File: src/rtl/csr_pkg.sv
// Shared definitions for the machine-mode CSR unit: op encoding, CSR map,
// status/enable/pending bit positions and trap cause codes.
package csr_pkg;

    typedef enum logic [2:0] {
        OP_NONE  = 3'd0,
        OP_CSRRW = 3'd1,
        OP_CSRRS = 3'd2,
        OP_CSRRC = 3'd3,
        OP_ECALL = 3'd4,
        OP_MRET  = 3'd5
    } csr_op_e;

    localparam logic [11:0] CSR_MSTATUS   = 12'h300;
    localparam logic [11:0] CSR_MISA      = 12'h301;
    localparam logic [11:0] CSR_MIE       = 12'h304;
    localparam logic [11:0] CSR_MTVEC     = 12'h305;
    localparam logic [11:0] CSR_MSCRATCH  = 12'h340;
    localparam logic [11:0] CSR_MEPC      = 12'h341;
    localparam logic [11:0] CSR_MCAUSE    = 12'h342;
    localparam logic [11:0] CSR_MIP       = 12'h344;
    localparam logic [11:0] CSR_MCYCLE    = 12'hB00;
    localparam logic [11:0] CSR_MCYCLEH   = 12'hB80;
    localparam logic [11:0] CSR_MVENDORID = 12'hF11;
    localparam logic [11:0] CSR_MARCHID   = 12'hF12;
    localparam logic [11:0] CSR_MHARTID   = 12'hF14;

    localparam int MSTATUS_MIE    = 3;
    localparam int MSTATUS_MPIE   = 7;
    localparam int MSTATUS_MPP_LO = 11;
    localparam int MSTATUS_MPP_HI = 12;
    localparam int MIE_MTIE       = 7;
    localparam int MIP_MTIP       = 7;

    // Interrupt causes additionally set bit XLEN-1 of mcause.
    localparam int CAUSE_ECALL_M = 11;
    localparam int CAUSE_MTI     = 7;

    function automatic logic is_csr_op(input csr_op_e op);
        return (op == OP_CSRRW) || (op == OP_CSRRS) || (op == OP_CSRRC);
    endfunction

endpackage

File: src/rtl/csr_if.sv
// Decode-stage / PC-mux side bus of the CSR unit. The core drives i_* and
// consumes o_*; the CSR unit is the slave.
interface csr_if #(
    parameter int XLEN = 32
);
    logic            i_valid;
    logic [2:0]      i_op;
    logic [11:0]     i_csr;
    logic [XLEN-1:0] i_pc;
    logic [XLEN-1:0] i_wdata;
    logic [XLEN-1:0] i_mcause;
    logic            i_irq;
    logic [XLEN-1:0] o_rdata;
    logic            o_illegal;
    logic            o_redirect;
    logic [XLEN-1:0] o_upc;
    logic            o_irq_take;

    modport master (
        output i_valid, i_op, i_csr, i_pc, i_wdata, i_mcause, i_irq,
        input  o_rdata, o_illegal, o_redirect, o_upc, o_irq_take
    );

    modport slave (
        input  i_valid, i_op, i_csr, i_pc, i_wdata, i_mcause, i_irq,
        output o_rdata, o_illegal, o_redirect, o_upc, o_irq_take
    );
endinterface

File: src/rtl/csr_mcycle.sv
// Free-running 64-bit cycle counter. A write to either half replaces only
// that half of the incremented value, so the carry still reaches the other.
module csr_mcycle (
    input  logic        i_clock,
    input  logic        i_reset_n,
    input  logic        i_wr_lo,
    input  logic        i_wr_hi,
    input  logic [31:0] i_wdata_lo,
    input  logic [31:0] i_wdata_hi,
    output logic [63:0] o_count
);

    logic [63:0] count_q;
    logic [63:0] count_d;

    // NOTE: count_d is assigned unconditionally first, so no path leaves it
    // unassigned and no latch is inferred.
    always_comb begin
        count_d = count_q + 64'd1;
        if (i_wr_lo) count_d[31:0]  = i_wdata_lo;
        if (i_wr_hi) count_d[63:32] = i_wdata_hi;
    end

    // NOTE: state registers use non-blocking assignments so every flop
    // samples its d-input from before the edge.
    always_ff @(posedge i_clock or negedge i_reset_n) begin
        if (!i_reset_n) count_q <= '0;
        else            count_q <= count_d;
    end

    assign o_count = count_q;

endmodule

File: src/rtl/csr_unit.sv
// Machine-mode CSR file and trap sequencer: Zicsr ops, ECALL/MRET status
// stacking, machine-timer interrupt entry and the 64-bit mcycle counter.
module csr_unit
    import csr_pkg::*;
#(
    parameter int              XLEN        = 32,
    parameter logic [XLEN-1:0] MTVEC_RESET = XLEN'(64'h8000_0000),
    parameter logic [XLEN-1:0] MHARTID     = '0,
    parameter logic [XLEN-1:0] MISA_VAL    = XLEN'(64'h4000_0100)
) (
    input  logic  i_clock,
    input  logic  i_reset_n,
    csr_if.slave  bus
);

    localparam logic [XLEN-1:0] IRQ_CAUSE  = (XLEN'(1) << (XLEN - 1)) | XLEN'(CAUSE_MTI);
    localparam logic [XLEN-1:0] ALIGN_MASK = ~XLEN'(3);

    csr_op_e         op;
    logic            mst_mie_q, mst_mie_d;
    logic            mst_mpie_q, mst_mpie_d;
    logic            mie_mtie_q, mie_mtie_d;
    logic [XLEN-1:0] mtvec_q, mtvec_d;
    logic [XLEN-1:0] mscratch_q, mscratch_d;
    logic [XLEN-1:0] mepc_q, mepc_d;
    logic [XLEN-1:0] mcause_q, mcause_d;
    logic [63:0]     mcycle;

    logic            hit, read_only;
    logic            take_irq, csr_act, wr_req, illegal, csr_we;
    logic            do_ecall, do_mret;
    logic [XLEN-1:0] old_val, new_val;
    logic [XLEN-1:0] mtvec_rd, mepc_rd;
    logic            mc_wr_lo, mc_wr_hi;
    logic [31:0]     mc_wdata_lo, mc_wdata_hi;

    assign op       = csr_op_e'(bus.i_op);
    assign mtvec_rd = mtvec_q & ALIGN_MASK;
    assign mepc_rd  = mepc_q & ALIGN_MASK;

    // Read mux: current value of the addressed CSR plus its access class.
    always_comb begin
        hit       = 1'b1;
        read_only = 1'b0;
        old_val   = '0;
        case (bus.i_csr)
            CSR_MSTATUS: begin
                old_val[MSTATUS_MPP_HI:MSTATUS_MPP_LO] = 2'b11;
                old_val[MSTATUS_MPIE]                  = mst_mpie_q;
                old_val[MSTATUS_MIE]                   = mst_mie_q;
            end
            CSR_MISA: begin
                old_val   = MISA_VAL;
                read_only = 1'b1;
            end
            CSR_MIE:      old_val[MIE_MTIE] = mie_mtie_q;
            CSR_MTVEC:    old_val = mtvec_rd;
            CSR_MSCRATCH: old_val = mscratch_q;
            CSR_MEPC:     old_val = mepc_rd;
            CSR_MCAUSE:   old_val = mcause_q;
            CSR_MIP: begin
                old_val[MIP_MTIP] = bus.i_irq;
                read_only         = 1'b1;
            end
            CSR_MCYCLE:   old_val = XLEN'(mcycle);
            CSR_MCYCLEH: begin
                if (XLEN == 32) old_val = XLEN'(mcycle[63:32]);
                else            hit     = 1'b0;
            end
            CSR_MVENDORID, CSR_MARCHID: read_only = 1'b1;
            CSR_MHARTID: begin
                old_val   = MHARTID;
                read_only = 1'b1;
            end
            default: hit = 1'b0;
        endcase
    end

    // Op decode. A taken interrupt squashes whatever op is in flight.
    always_comb begin
        take_irq = bus.i_valid & mst_mie_q & mie_mtie_q & bus.i_irq;
        csr_act  = bus.i_valid & ~take_irq & is_csr_op(op);
        do_ecall = bus.i_valid & ~take_irq & (op == OP_ECALL);
        do_mret  = bus.i_valid & ~take_irq & (op == OP_MRET);
        wr_req   = (op == OP_CSRRW) | (|bus.i_wdata);
        illegal  = csr_act & (~hit | (read_only & wr_req));
        csr_we   = csr_act & hit & ~read_only & wr_req;
        case (op)
            OP_CSRRW: new_val = bus.i_wdata;
            OP_CSRRS: new_val = old_val | bus.i_wdata;
            OP_CSRRC: new_val = old_val & ~bus.i_wdata;
            default:  new_val = old_val;
        endcase
    end

    assign bus.o_rdata    = illegal ? '0 : old_val;
    assign bus.o_illegal  = i_reset_n & illegal;
    assign bus.o_irq_take = i_reset_n & take_irq;
    assign bus.o_redirect = i_reset_n & (take_irq | do_ecall | do_mret);
    assign bus.o_upc      = !i_reset_n ? '0 : (do_mret ? mepc_rd : mtvec_rd);

    always_comb begin
        mst_mie_d  = mst_mie_q;
        mst_mpie_d = mst_mpie_q;
        mie_mtie_d = mie_mtie_q;
        mtvec_d    = mtvec_q;
        mscratch_d = mscratch_q;
        mepc_d     = mepc_q;
        mcause_d   = mcause_q;
        if (take_irq || do_ecall) begin
            mepc_d     = bus.i_pc;
            mcause_d   = take_irq ? IRQ_CAUSE : bus.i_mcause;
            mst_mpie_d = mst_mie_q;
            mst_mie_d  = 1'b0;
        end else if (do_mret) begin
            mst_mie_d  = mst_mpie_q;
            mst_mpie_d = 1'b1;
        end else if (csr_we) begin
            case (bus.i_csr)
                CSR_MSTATUS: begin
                    mst_mie_d  = new_val[MSTATUS_MIE];
                    mst_mpie_d = new_val[MSTATUS_MPIE];
                end
                CSR_MIE:      mie_mtie_d = new_val[MIE_MTIE];
                CSR_MTVEC:    mtvec_d    = new_val;
                CSR_MSCRATCH: mscratch_d = new_val;
                CSR_MEPC:     mepc_d     = new_val;
                CSR_MCAUSE:   mcause_d   = new_val;
                default: ;
            endcase
        end
    end

    if (XLEN == 64) begin : g_mcycle_x64
        assign mc_wr_lo    = csr_we & (bus.i_csr == CSR_MCYCLE);
        assign mc_wr_hi    = mc_wr_lo;
        assign mc_wdata_lo = new_val[31:0];
        assign mc_wdata_hi = new_val[63:32];
    end else begin : g_mcycle_x32
        assign mc_wr_lo    = csr_we & (bus.i_csr == CSR_MCYCLE);
        assign mc_wr_hi    = csr_we & (bus.i_csr == CSR_MCYCLEH);
        assign mc_wdata_lo = new_val[31:0];
        assign mc_wdata_hi = new_val[31:0];
    end

    csr_mcycle u_mcycle (
        .i_clock    (i_clock),
        .i_reset_n  (i_reset_n),
        .i_wr_lo    (mc_wr_lo),
        .i_wr_hi    (mc_wr_hi),
        .i_wdata_lo (mc_wdata_lo),
        .i_wdata_hi (mc_wdata_hi),
        .o_count    (mcycle)
    );

    always_ff @(posedge i_clock or negedge i_reset_n) begin
        if (!i_reset_n) begin
            mst_mie_q  <= 1'b0;
            mst_mpie_q <= 1'b0;
            mie_mtie_q <= 1'b0;
            mtvec_q    <= MTVEC_RESET;
            mscratch_q <= '0;
            mepc_q     <= '0;
            mcause_q   <= '0;
        end else begin
            mst_mie_q  <= mst_mie_d;
            mst_mpie_q <= mst_mpie_d;
            mie_mtie_q <= mie_mtie_d;
            mtvec_q    <= mtvec_d;
            mscratch_q <= mscratch_d;
            mepc_q     <= mepc_d;
            mcause_q   <= mcause_d;
        end
    end

endmodule
File: src/flat_wrapper.sv
// flat-port wrapper written by rule: the top's interface ports become plain ports
module csr_unit_flat import csr_pkg::*;
#(
    parameter int              XLEN        = 32,
    parameter logic [XLEN-1:0] MTVEC_RESET = XLEN'(64'h8000_0000),
    parameter logic [XLEN-1:0] MHARTID     = '0,
    parameter logic [XLEN-1:0] MISA_VAL    = XLEN'(64'h4000_0100)
)
  (i_clock, i_reset_n, bus_i_valid, bus_i_op, bus_i_csr, bus_i_pc, bus_i_wdata, bus_i_mcause, bus_i_irq, bus_o_rdata, bus_o_illegal, bus_o_redirect, bus_o_upc, bus_o_irq_take);
  csr_if #(.XLEN(XLEN)) bus_i ();
  input  logic i_clock;
  input  logic i_reset_n;
  input wire logic [$bits(bus_i.i_valid)-1:0] bus_i_valid;
  input wire logic [$bits(bus_i.i_op)-1:0] bus_i_op;
  input wire logic [$bits(bus_i.i_csr)-1:0] bus_i_csr;
  input wire logic [$bits(bus_i.i_pc)-1:0] bus_i_pc;
  input wire logic [$bits(bus_i.i_wdata)-1:0] bus_i_wdata;
  input wire logic [$bits(bus_i.i_mcause)-1:0] bus_i_mcause;
  input wire logic [$bits(bus_i.i_irq)-1:0] bus_i_irq;
  output wire logic [$bits(bus_i.o_rdata)-1:0] bus_o_rdata;
  output wire logic [$bits(bus_i.o_illegal)-1:0] bus_o_illegal;
  output wire logic [$bits(bus_i.o_redirect)-1:0] bus_o_redirect;
  output wire logic [$bits(bus_i.o_upc)-1:0] bus_o_upc;
  output wire logic [$bits(bus_i.o_irq_take)-1:0] bus_o_irq_take;
  assign bus_i.i_valid = bus_i_valid;
  assign bus_i.i_op = bus_i_op;
  assign bus_i.i_csr = bus_i_csr;
  assign bus_i.i_pc = bus_i_pc;
  assign bus_i.i_wdata = bus_i_wdata;
  assign bus_i.i_mcause = bus_i_mcause;
  assign bus_i.i_irq = bus_i_irq;
  assign bus_o_rdata = bus_i.o_rdata;
  assign bus_o_illegal = bus_i.o_illegal;
  assign bus_o_redirect = bus_i.o_redirect;
  assign bus_o_upc = bus_i.o_upc;
  assign bus_o_irq_take = bus_i.o_irq_take;
  csr_unit #(.XLEN(XLEN), .MTVEC_RESET(MTVEC_RESET), .MHARTID(MHARTID), .MISA_VAL(MISA_VAL)) u_core (.i_clock(i_clock), .i_reset_n(i_reset_n), .bus(bus_i));
endmodule
File: config.mk
export PLATFORM = sky130hd
export DESIGN_NAME = csr_unit_flat
export DESIGN_NICKNAME = d
export VERILOG_FILES = /design/src/rtl/csr_pkg.sv /design/src/rtl/csr_if.sv /design/src/rtl/csr_mcycle.sv /design/src/rtl/csr_unit.sv /design/src/flat_wrapper.sv
export SDC_FILE = /design/constraint.sdc
export NUM_CORES = 1
export LEC_CHECK = 0
export CORE_ASPECT_RATIO = 2
export CORE_MARGIN = 2
export CORE_UTILIZATION = 45
export CTS_CLUSTER_DIAMETER = 30
export CTS_CLUSTER_SIZE = 30
export DETAILED_ROUTE_END_ITERATION = 6
export GPL_ROUTABILITY_DRIVEN = 1
export PLACE_DENSITY = 0.75
export SLEW_MARGIN = 30
export SYNTH_ARGS = -nofsm -noshare
export SYNTH_HDL_FRONTEND = slang
export SYNTH_SLANG_ARGS = --single-unit
File: constraint.sdc
create_clock -name i_clock -period 4 [get_ports i_clock]
set_input_delay 0.6 -clock i_clock [delete_from_list [all_inputs] [get_ports i_clock]]
set_output_delay 0.6 -clock i_clock [all_outputs]
set_load 0.01 [all_outputs]
==> key figures, run 1 <==
CTS
  – H-Tree Depth: 4
  – Max Root-Sink Buffers: 2
  – CTS sink count: 191
  – CTS tree: yes
  – CTS Hold Buffers Added: 0
  – CTS buffer count: 17
  – Clock root buffer: clkbuf_16
  – Clock slew seen by the registers of the worst setup and hold paths: 0.08 ns
  – Clock Latency Late Sink: 0.46 ns

Global routing
  – Global-route wire length before repair: 73.5 mm
  – Vias in the first global route: 11.9k
  – Grt total ovfl: 0
  – Largest net degree at the start of global routing: 86
  – Antenna violations before repair: 0
  – Gr usage total: 34.2%

Yosys
  – Top cell type by total area after synthesis: dfrtp_1
  – Post-Synthesis Cells: 1,366
  – Synthesis Warnings: 0
  – Yosys top cell area share: 39.2%
  – Post-Synthesis Mean Instance Area: 8.89 sq um
  – Ys flop type: dfrtp_1
  – Post-synth EDFFs: 0
  – Largest cells by area after synthesis: dfrtp_1 (39%), mux2i_1 (8.7%), nand2_1 (5.5%)
  – Seq/Total Area, Yosys: 39.4%
  – Synth Cell Area: 12,100 sq um
  – Seq cells post-synth: 191
  – Post-synthesis cell type count: 75
  – Async SR Flop Fraction: 100%

Cells and area
  – Share of layout cells above drive strength 1: 13.0%
  – Post-route cell area: 15,600 sq um
  – Antenna diodes: 0
  – Nets: 1,686
  – Area grow syn2layout: 28.8%
  – Filler cells: 2,347

Placement
  – Number of port buffers: 177
  – GP Congestion: 1.01
  – Placed Area: 14,900 sq um
  – DP Wirelength: 36.0 mm

Route
  – DR vias: 12.2k
  – Routed wire length: 48.5 mm
  – Via/cell ratio: 6.33
  – DRC violations left: 0
  – Routed Antenna Nets: 0
  – DRT iter0 DRCs: 1,404
  – First drt pass iteration count: 7
  – Avg WL per Cell: 25.1 um

Critical path
  – Worst R2R Start: u_core.u_mcycle.o_count[37]$_DFF_PN0_
  – R2R depth: 8
  – Crit-path max FO: 14
  – Critical path endpoint category: output port
  – Worst EP required: 3.40 ns
  – Setup CP Type: input pin to output port
  – Register-to-Register Setup Slack: 1.07 ns
  – CP Data Arrival Time: 3.40 ns
  – Critical Path Start Type: input pin
  – Reg-to-Reg End: u_core.u_mcycle.o_count[63]$_DFF_PN0_

Floorplanning
  – FP Rows: 85
  – DIE AREA: 28,400 sq um
  – I/O pin total: 182
  – Die X: 120 um
  – Initial Util: 45.5%
  – Height of the die: 236 um
  – Core box area: 26,700 sq um

STA
  – Worst slew pin tran: 0.866 ns
  – Final Worst Setup Slack: -0.00435 ns
  – Fin Clk Skew: 0.0161 ns
  – Slew HR: 42.3%
  – Final hold slack: 0.130 ns
  – Pins Over Slew Limit: 0
  – Fin. Hold Viols: 0
  – Setup violators final: 1
  – RSZ-0062 raised after global routing: true
  – Final min period: 4.00 ns
  – Tcrit/Tclk final: 100%
  – Fmax: 0.250 GHz

Min path
  – HP Class: input pin to asynchronous set/reset pin

Pwr
  – PwrDens: 313 nW/um^2
  – Pleak: 6.50 nW
  – Peak VDD IR: 0.386 mV

Run status
  – Status: finished, violations left
  – Failing checks: setup timing

Job
  – Max Cap Viol: 0
==> stage by stage <==
step                setup slack, ns  utilization (%)  std cells  total power [mW]  TNS (ns)
CTS                         0.00547             58.2       1929              4.89         0
global route               -0.00664             58.6       1931              5.06   -0.0133
floorplan                      1.02                -       1367              2.60         0
finish                     -0.00435             58.6       1931              4.89  -0.00435
global placement             -0.160             55.8       1897              2.97    -0.837
detailed placement           -0.149             55.8       1897              3.01    -0.687
==> placed cells by master, fill, tap and decap left out, drive strengths merged, types with 6 or more instances in the layout <==
cell and instances:
inv 28, and3 16, nand3 66, xor2 17, a21oi 44, o21ai 107
o21a 10, buf 117, nor3b 9, nand2 178, a32oi 28, a221o 8
or3 6, nand4 22, nor2 69, dfrtp 190, o311ai 7, o22a 11
clkdlybuf4s50 157, and2 8, dlygate4sd2 6, nor4 40, mux2i 106, xnor2 48
a22oi 37, or4 8, mux2 20, dlymetal6s2s 12, nand2b 8, o211ai 28
a21boi 32, clkbuf 19, nor3 29, o2bb2ai 16
==> logic make-up (layout without fill, tap and decap cells) <==
group	count (synthesis)	count (layout)	synth area share, %
AOI/OAI and AO/OA	359	359	20.3
and+or+nand+nor	489	490	20.1
muxes	126	126	10.6
buffers and inverters	133	348	4.73
adders and majority gates	2	2	0.185
xor gates and xnor gates	65	65	4.69
other	1	2	0.0309
DFF	191	191	39.4
==> where the power goes <==
| group | total [mW] | leakage, nW | internal [mW] | switching [mW] |
|---|---|---|---|---|
| combinational | 0.758 | 3.92 | 0.351 | 0.407 |
| clock | 1.89 | 0.313 | 1.02 | 0.870 |
| sequential | 2.23 | 2.27 | 2.10 | 0.137 |
==> how the worst max path moves through the flow <==
stage / from / end / slack, ns
final: bus_i_csr[1] / bus_o_rdata[1] / -0.004
after global routing: bus_i_csr[6] / bus_o_rdata[2] / -0.007
after CTS: bus_i_csr[10] / bus_o_illegal / 0.005
after detailed placement: bus_i_csr[6] / bus_o_rdata[27] / -0.15
after global placement: bus_i_csr[6] / bus_o_rdata[27] / -0.16
after floorplan: bus_i_csr[1] / bus_o_rdata[7] / 1.02
==> flip-flops by register name (all words and copies together), names as in the netlist <==
register,cells
u_core.u_mcycle.o_count,64
u_core.mcause_q,32
u_core.mscratch_q,32
u_core.mepc_q,30
u_core.mtvec_q,30
u_core.mie_mtie_q,1
u_core.mst_mie_q,1
u_core.mst_mpie_q,1
==> synth_stat cells, types with 4 or more instances <==
| cell type | instances |
|---|---|
| nand3_1 | 66 |
| a32oi_1 | 28 |
| or3_1 | 6 |
| o21a_1 | 10 |
| a211oi_1 | 4 |
| a21boi_0 | 32 |
| o22a_1 | 11 |
| buf_1 | 8 |
| nand4_1 | 21 |
| nor2b_1 | 5 |
| and3_1 | 16 |
| a22oi_1 | 34 |
| nand2b_1 | 8 |
| o21ai_0 | 100 |
| clkbuf_1 | 75 |
| a21oi_1 | 44 |
| o21ai_1 | 4 |
| and2_1 | 7 |
| nand4b_1 | 4 |
| nor3_1 | 29 |
| nand2_1 | 178 |
| buf_2 | 18 |
| buf_6 | 5 |
| and4_1 | 5 |
| o311ai_0 | 7 |
| inv_1 | 22 |
| mux2_2 | 20 |
| o211ai_1 | 28 |
| nor2_1 | 69 |
| dfrtp_1 | 190 |
| xnor2_1 | 48 |
| nor4_1 | 37 |
| mux2i_1 | 106 |
| o2bb2ai_1 | 16 |
| buf_4 | 4 |
| a221o_1 | 8 |
| or4_1 | 5 |
| nor3b_1 | 9 |
| xor2_1 | 17 |
==> worst max-delay path: stages <==
cell and delay (ns):
clkdlybuf4s50_1 0.47, buf_4 0.21, or3_1 0.29, buf_6 0.24
nor4_1 0.08, buf_4 0.18, a222oi_1 0.73, inv_1 0.08
clkdlybuf4s50_1 0.51
==> routing by layer <==
metal / global-route usage, % / share of wire (%) / routed length (um) / vias up
met5: 0 / 0 / 0 / -
met4: 12.7 / 3.7 / 1790 / 0
met3: 4.88 / 7.6 / 3700 / 79
met2: 54.5 / 48 / 23100 / 696
met1: 47.1 / 41 / 19900 / 6002
li1: - / - / - / 5453
==> repair_timing <==
item | in CTS | in global routing
gates cloned | 0 | 1
buffers inserted | 0 | 1
endpoints found under the setup margin | 12 | 20
resized for setup | 10 | 24
hold endpoints to repair | 0 | 0
pin swaps | 0 | 2
==> layout make-up <==
type | instances | area, sq um | share of cell area [%]
Sequential cell | 191 | 4780 | 30.6
Multi-Input combinational cell | 1044 | 6870 | 44.0
Clock inverter | 14 | 220 | 1.41
Inverter | 23 | 86.3 | 0.552
Timing Repair Buffer | 293 | 2810 | 18.0
Clock buffer | 18 | 429 | 2.74
Tap cell | 348 | 435 | 2.78
Note: power is estimated with default switching activity, not from simulation.
==> run 2: changes to the inputs <==
--- a/config.mk
+++ b/config.mk
@@ -16,4 +16,5 @@
 export SLEW_MARGIN = 30
 export SYNTH_ARGS = -nofsm -noshare
 export SYNTH_HDL_FRONTEND = slang
+export SYNTH_HIERARCHICAL = 1
 export SYNTH_SLANG_ARGS = --single-unit
==> run 2 against run 1 <==
Effect of this change: the run ends with DRC, setup timing left; final cell count up 8.9%; critical path depth increased by 1; synthesized cell count is 12% higher; utilization is 0.63 points lower; synthesized area increased by 5.6%; first-iteration DRC count shrank 3.5%; worst setup slack worse by 0.063 ns; sequential power shrank 4%.
==> key figures, run 2 <==
Pwr
  – Clock power frac: 37.7%
  – Net Sw Power: 1.30 mW
  – Pleak: 6.82 nW
  – Comb power frac: 16.4%
  – Power Internal: 3.38 mW
  – Peak VDD IR: 0.303 mV
  – Switch share: 27.8%
  – Total Power: 4.68 mW
  – PwrDens: 288 nW/um^2
  – Flop pwr share: 45.9%

Global routing
  – Antenna violations before repair: 1
  – Gr usage total: 34.5%
  – Vias in the first global route: 12.9k
  – Largest net degree at the start of global routing: 122
  – Grt total ovfl: 0
  – Global-route wire length before repair: 76.4 mm

Yosys
  – Post-synth EDFFs: 0
  – Top cell type by total area after synthesis: dfrtp_1
  – Synth Area in Compound Gates: 22.1%
  – Synth cell count leaders: nand2_1 (287), dfrtp_1 (190), o21ai_0 (117)
  – Synthesis Warnings: 6
  – Seq/Total Area, Yosys: 37.3%
  – Post-synthesis cell type count: 82
  – Largest cells by area after synthesis: dfrtp_1 (37%), nand2_1 (8.4%), o21ai_0 (4.6%)
  – Yosys top cell area share: 37.1%
  – Seq cells post-synth: 191
  – Post-Synth Simple-Gate Area: 24.3%
  – Async SR Flop Fraction: 100%
  – Post-Synthesis Mean Instance Area: 8.41 sq um
  – Ys flop type: dfrtp_1
  – Synth Area in Adders: 0.0976%
  – Xor/xnor share of the synthesized area: 5.19%
  – Proportion of synthesized area in mux cells: 4.68%
  – Largest family of logic cells by synthesized area: simple AND/OR/NAND/NOR gates
  – Most common cell in the netlist: nand2_1
  – Post-Synthesis Cells: 1,525
  – Synth Cell Area: 12,800 sq um

Run status
  – Failing checks: DRC, setup timing
  – Status: finished, violations left

Placement
  – Dpl ws: -0.0120 ns
  – Cells after DPL: 2,069
  – Placed Area: 15,600 sq um
  – DP Wirelength: 39.0 mm
  – GP Congestion: 0.985
  – Number of port buffers: 177

Route
  – DR vias: 13.1k
  – DRC violations left: 17
  – DRT iter0 DRCs: 1,355
  – First drt pass iteration count: 7
  – Avg WL per Cell: 24.4 um
  – Routed wire length: 51.2 mm
  – Routed Antenna Nets: 0
  – Via/cell ratio: 6.21

STA
  – Fmax: 0.246 GHz
  – Post-route setup TNS: -0.0674 ns
  – Fin. Hold Viols: 0
  – Slew HR: 35.7%
  – Final Worst Setup Slack: -0.0674 ns
  – Tcrit/Tclk final: 102%
  – Setup violators final: 1
  – Pins Over Slew Limit: 0
  – RSZ-0062 raised after global routing: true
  – Fin Clk Skew: 0.0123 ns
  – Worst slew pin tran: 0.957 ns
  – Final min period: 4.07 ns
  – Final hold slack: 0.336 ns

CTS
  – CTS Hold Buffers Added: 0
  – Clock slew seen by the registers of the worst setup and hold paths: 0.07 ns
  – CTS buffer count: 17
  – Max Root-Sink Buffers: 2
  – CTS sink count: 191
  – CTS tree: yes
  – Clock Latency Late Sink: 0.47 ns
  – H-Tree Depth: 4
  – Clock root buffer: clkbuf_16

Cells and area
  – Post-route insts no fill: 2,103
  – Multi-input gate area: 7310 sq um
  – Final standard cell utilization of the core: 57.9%
  – Storage cell area: 4780 sq um
  – Most frequent cells in the layout: nand2_1 (287), dfrtp_1 (190), clkdlybuf4s50_1 (167)
  – Most common cell after layout, fill and taps aside: nand2_1
  – Nets: 1,849
  – Area grow syn2layout: 26.9%
  – Max reg flops: 64
  – Filler cells: 2,566
  – Share of layout cells above drive strength 1: 15.9%
  – Post-route cell area: 16,300 sq um

Floorplanning
  – DIE AREA: 29,900 sq um
  – Core box area: 28,100 sq um
  – Die X: 123 um
  – FP Rows: 87
  – Initial Util: 45.7%
  – I/O pin total: 182
  – Height of the die: 243 um

Critical path
  – CP Data Arrival Time: 3.47 ns
  – Crit path depth: 10
  – CP peak stage delay: 0.55 ns
  – Crit-path max FO: 4
  – Register-to-Register Setup Slack: 1.25 ns
  – CP Cell Sequence: clkdlybuf4s50_1, nor4_2, buf_4, nand4_1, or4_4, o211ai_1, buf_4, a21boi_1, buf_4, clkdlybuf4s50_1
  – CP bufs+invs: 5
  – Worst EP required: 3.40 ns
  – CP top delay family: buffers and inverters
  – Worst path slowest cell: or4_4
  – Setup CP Type: input pin to output port
  – R2R depth: 5
  – Most used cell, CP: buf_4
  – Critical Path Start Type: input pin
  – Critical path endpoint category: output port

Job
  – Max Cap Viol: 0

Min path
  – HP Class: input pin to asynchronous set/reset pin
## run 2: cell types whose count changed in the layout (fill, tap and decap cells not counted), moves of 23 or more
cell	before	now
nand2_1	178	287
mux2i_1	106	51
inv_1	22	72
a21oi_1	43	77
a21boi_0	32	2
o211ai_2	0	27
a32oi_1	28	4
nor2_1	67	44
## run 2: final cells by class
| class | instances | share of cell area [%] |
|---|---|---|
| Timing Repair Buffer | 304 | 17.6 |
| Antenna cell | 1 | 0.0154 |
| Sequential cell | 191 | 29.4 |
| Clock buffer | 21 | 2.83 |
| Tap cell | 356 | 2.74 |
| Clock inverter | 11 | 0.800 |
| Inverter | 75 | 1.73 |
| Multi-Input combinational cell | 1144 | 44.9 |
## run 2: cell families (layout without fill, tap and decap cells)
family,after synthesis,count (layout)
other,1,3
AOI/OAI and AO/OA,395,395
adders and majority gates,1,1
buffers and inverters,191,411
DFF,191,191
xor gates and xnor gates,76,76
and+or+nand+nor,611,611
muxes,59,59
## run 2: timing repair
action,CTS,global route
buffers inserted,0,1
pin swaps,1,1
endpoints found under the hold margin,0,0
resized for setup,2,14
endpoints found under the setup margin,2,13
## run 2: path summary, 6_finish.rpt
path | from | to
max | bus_i_wdata[7] | bus_o_rdata[30]
min | i_reset_n | u_core/mscratch_q[23]$_DFFE_PN0P_
max reg2reg | u_core/u_mcycle/o_count[32]$_DFF_PN0_ | u_core/u_mcycle/o_count[54]$_DFF_PN0_
min reg2reg | u_core/mscratch_q[21]$_DFFE_PN0P_ | u_core/mscratch_q[21]$_DFFE_PN0P_
max in group asynchronous | i_reset_n | u_core/mtvec_q[2]$_DFFE_PN0P_
min in group i_clock | u_core/mscratch_q[21]$_DFFE_PN0P_ | u_core/mscratch_q[21]$_DFFE_PN0P_
## run 2: power by group through the flow
stage               clock network [mW]  registers (mW)  logic [mW]
detailed placement                   0            2.18       0.753
finish                            1.76            2.15       0.770
global route                      1.86            2.16       0.828
CTS                               1.78            2.15       0.758
floorplan                            0            2.15       0.411
global placement                     0            2.18       0.740
## run 2: routing by layer
metal | vias up | part of all wire, % | global-route usage, %
li1 | 5888 | - | -
met1 | 6301 | 36 | 39.4
met2 | 684 | 49 | 56.8
met3 | 191 | 6.1 | 5.59
met4 | 0 | 8.8 | 25.3
met5 | - | 0 | 0
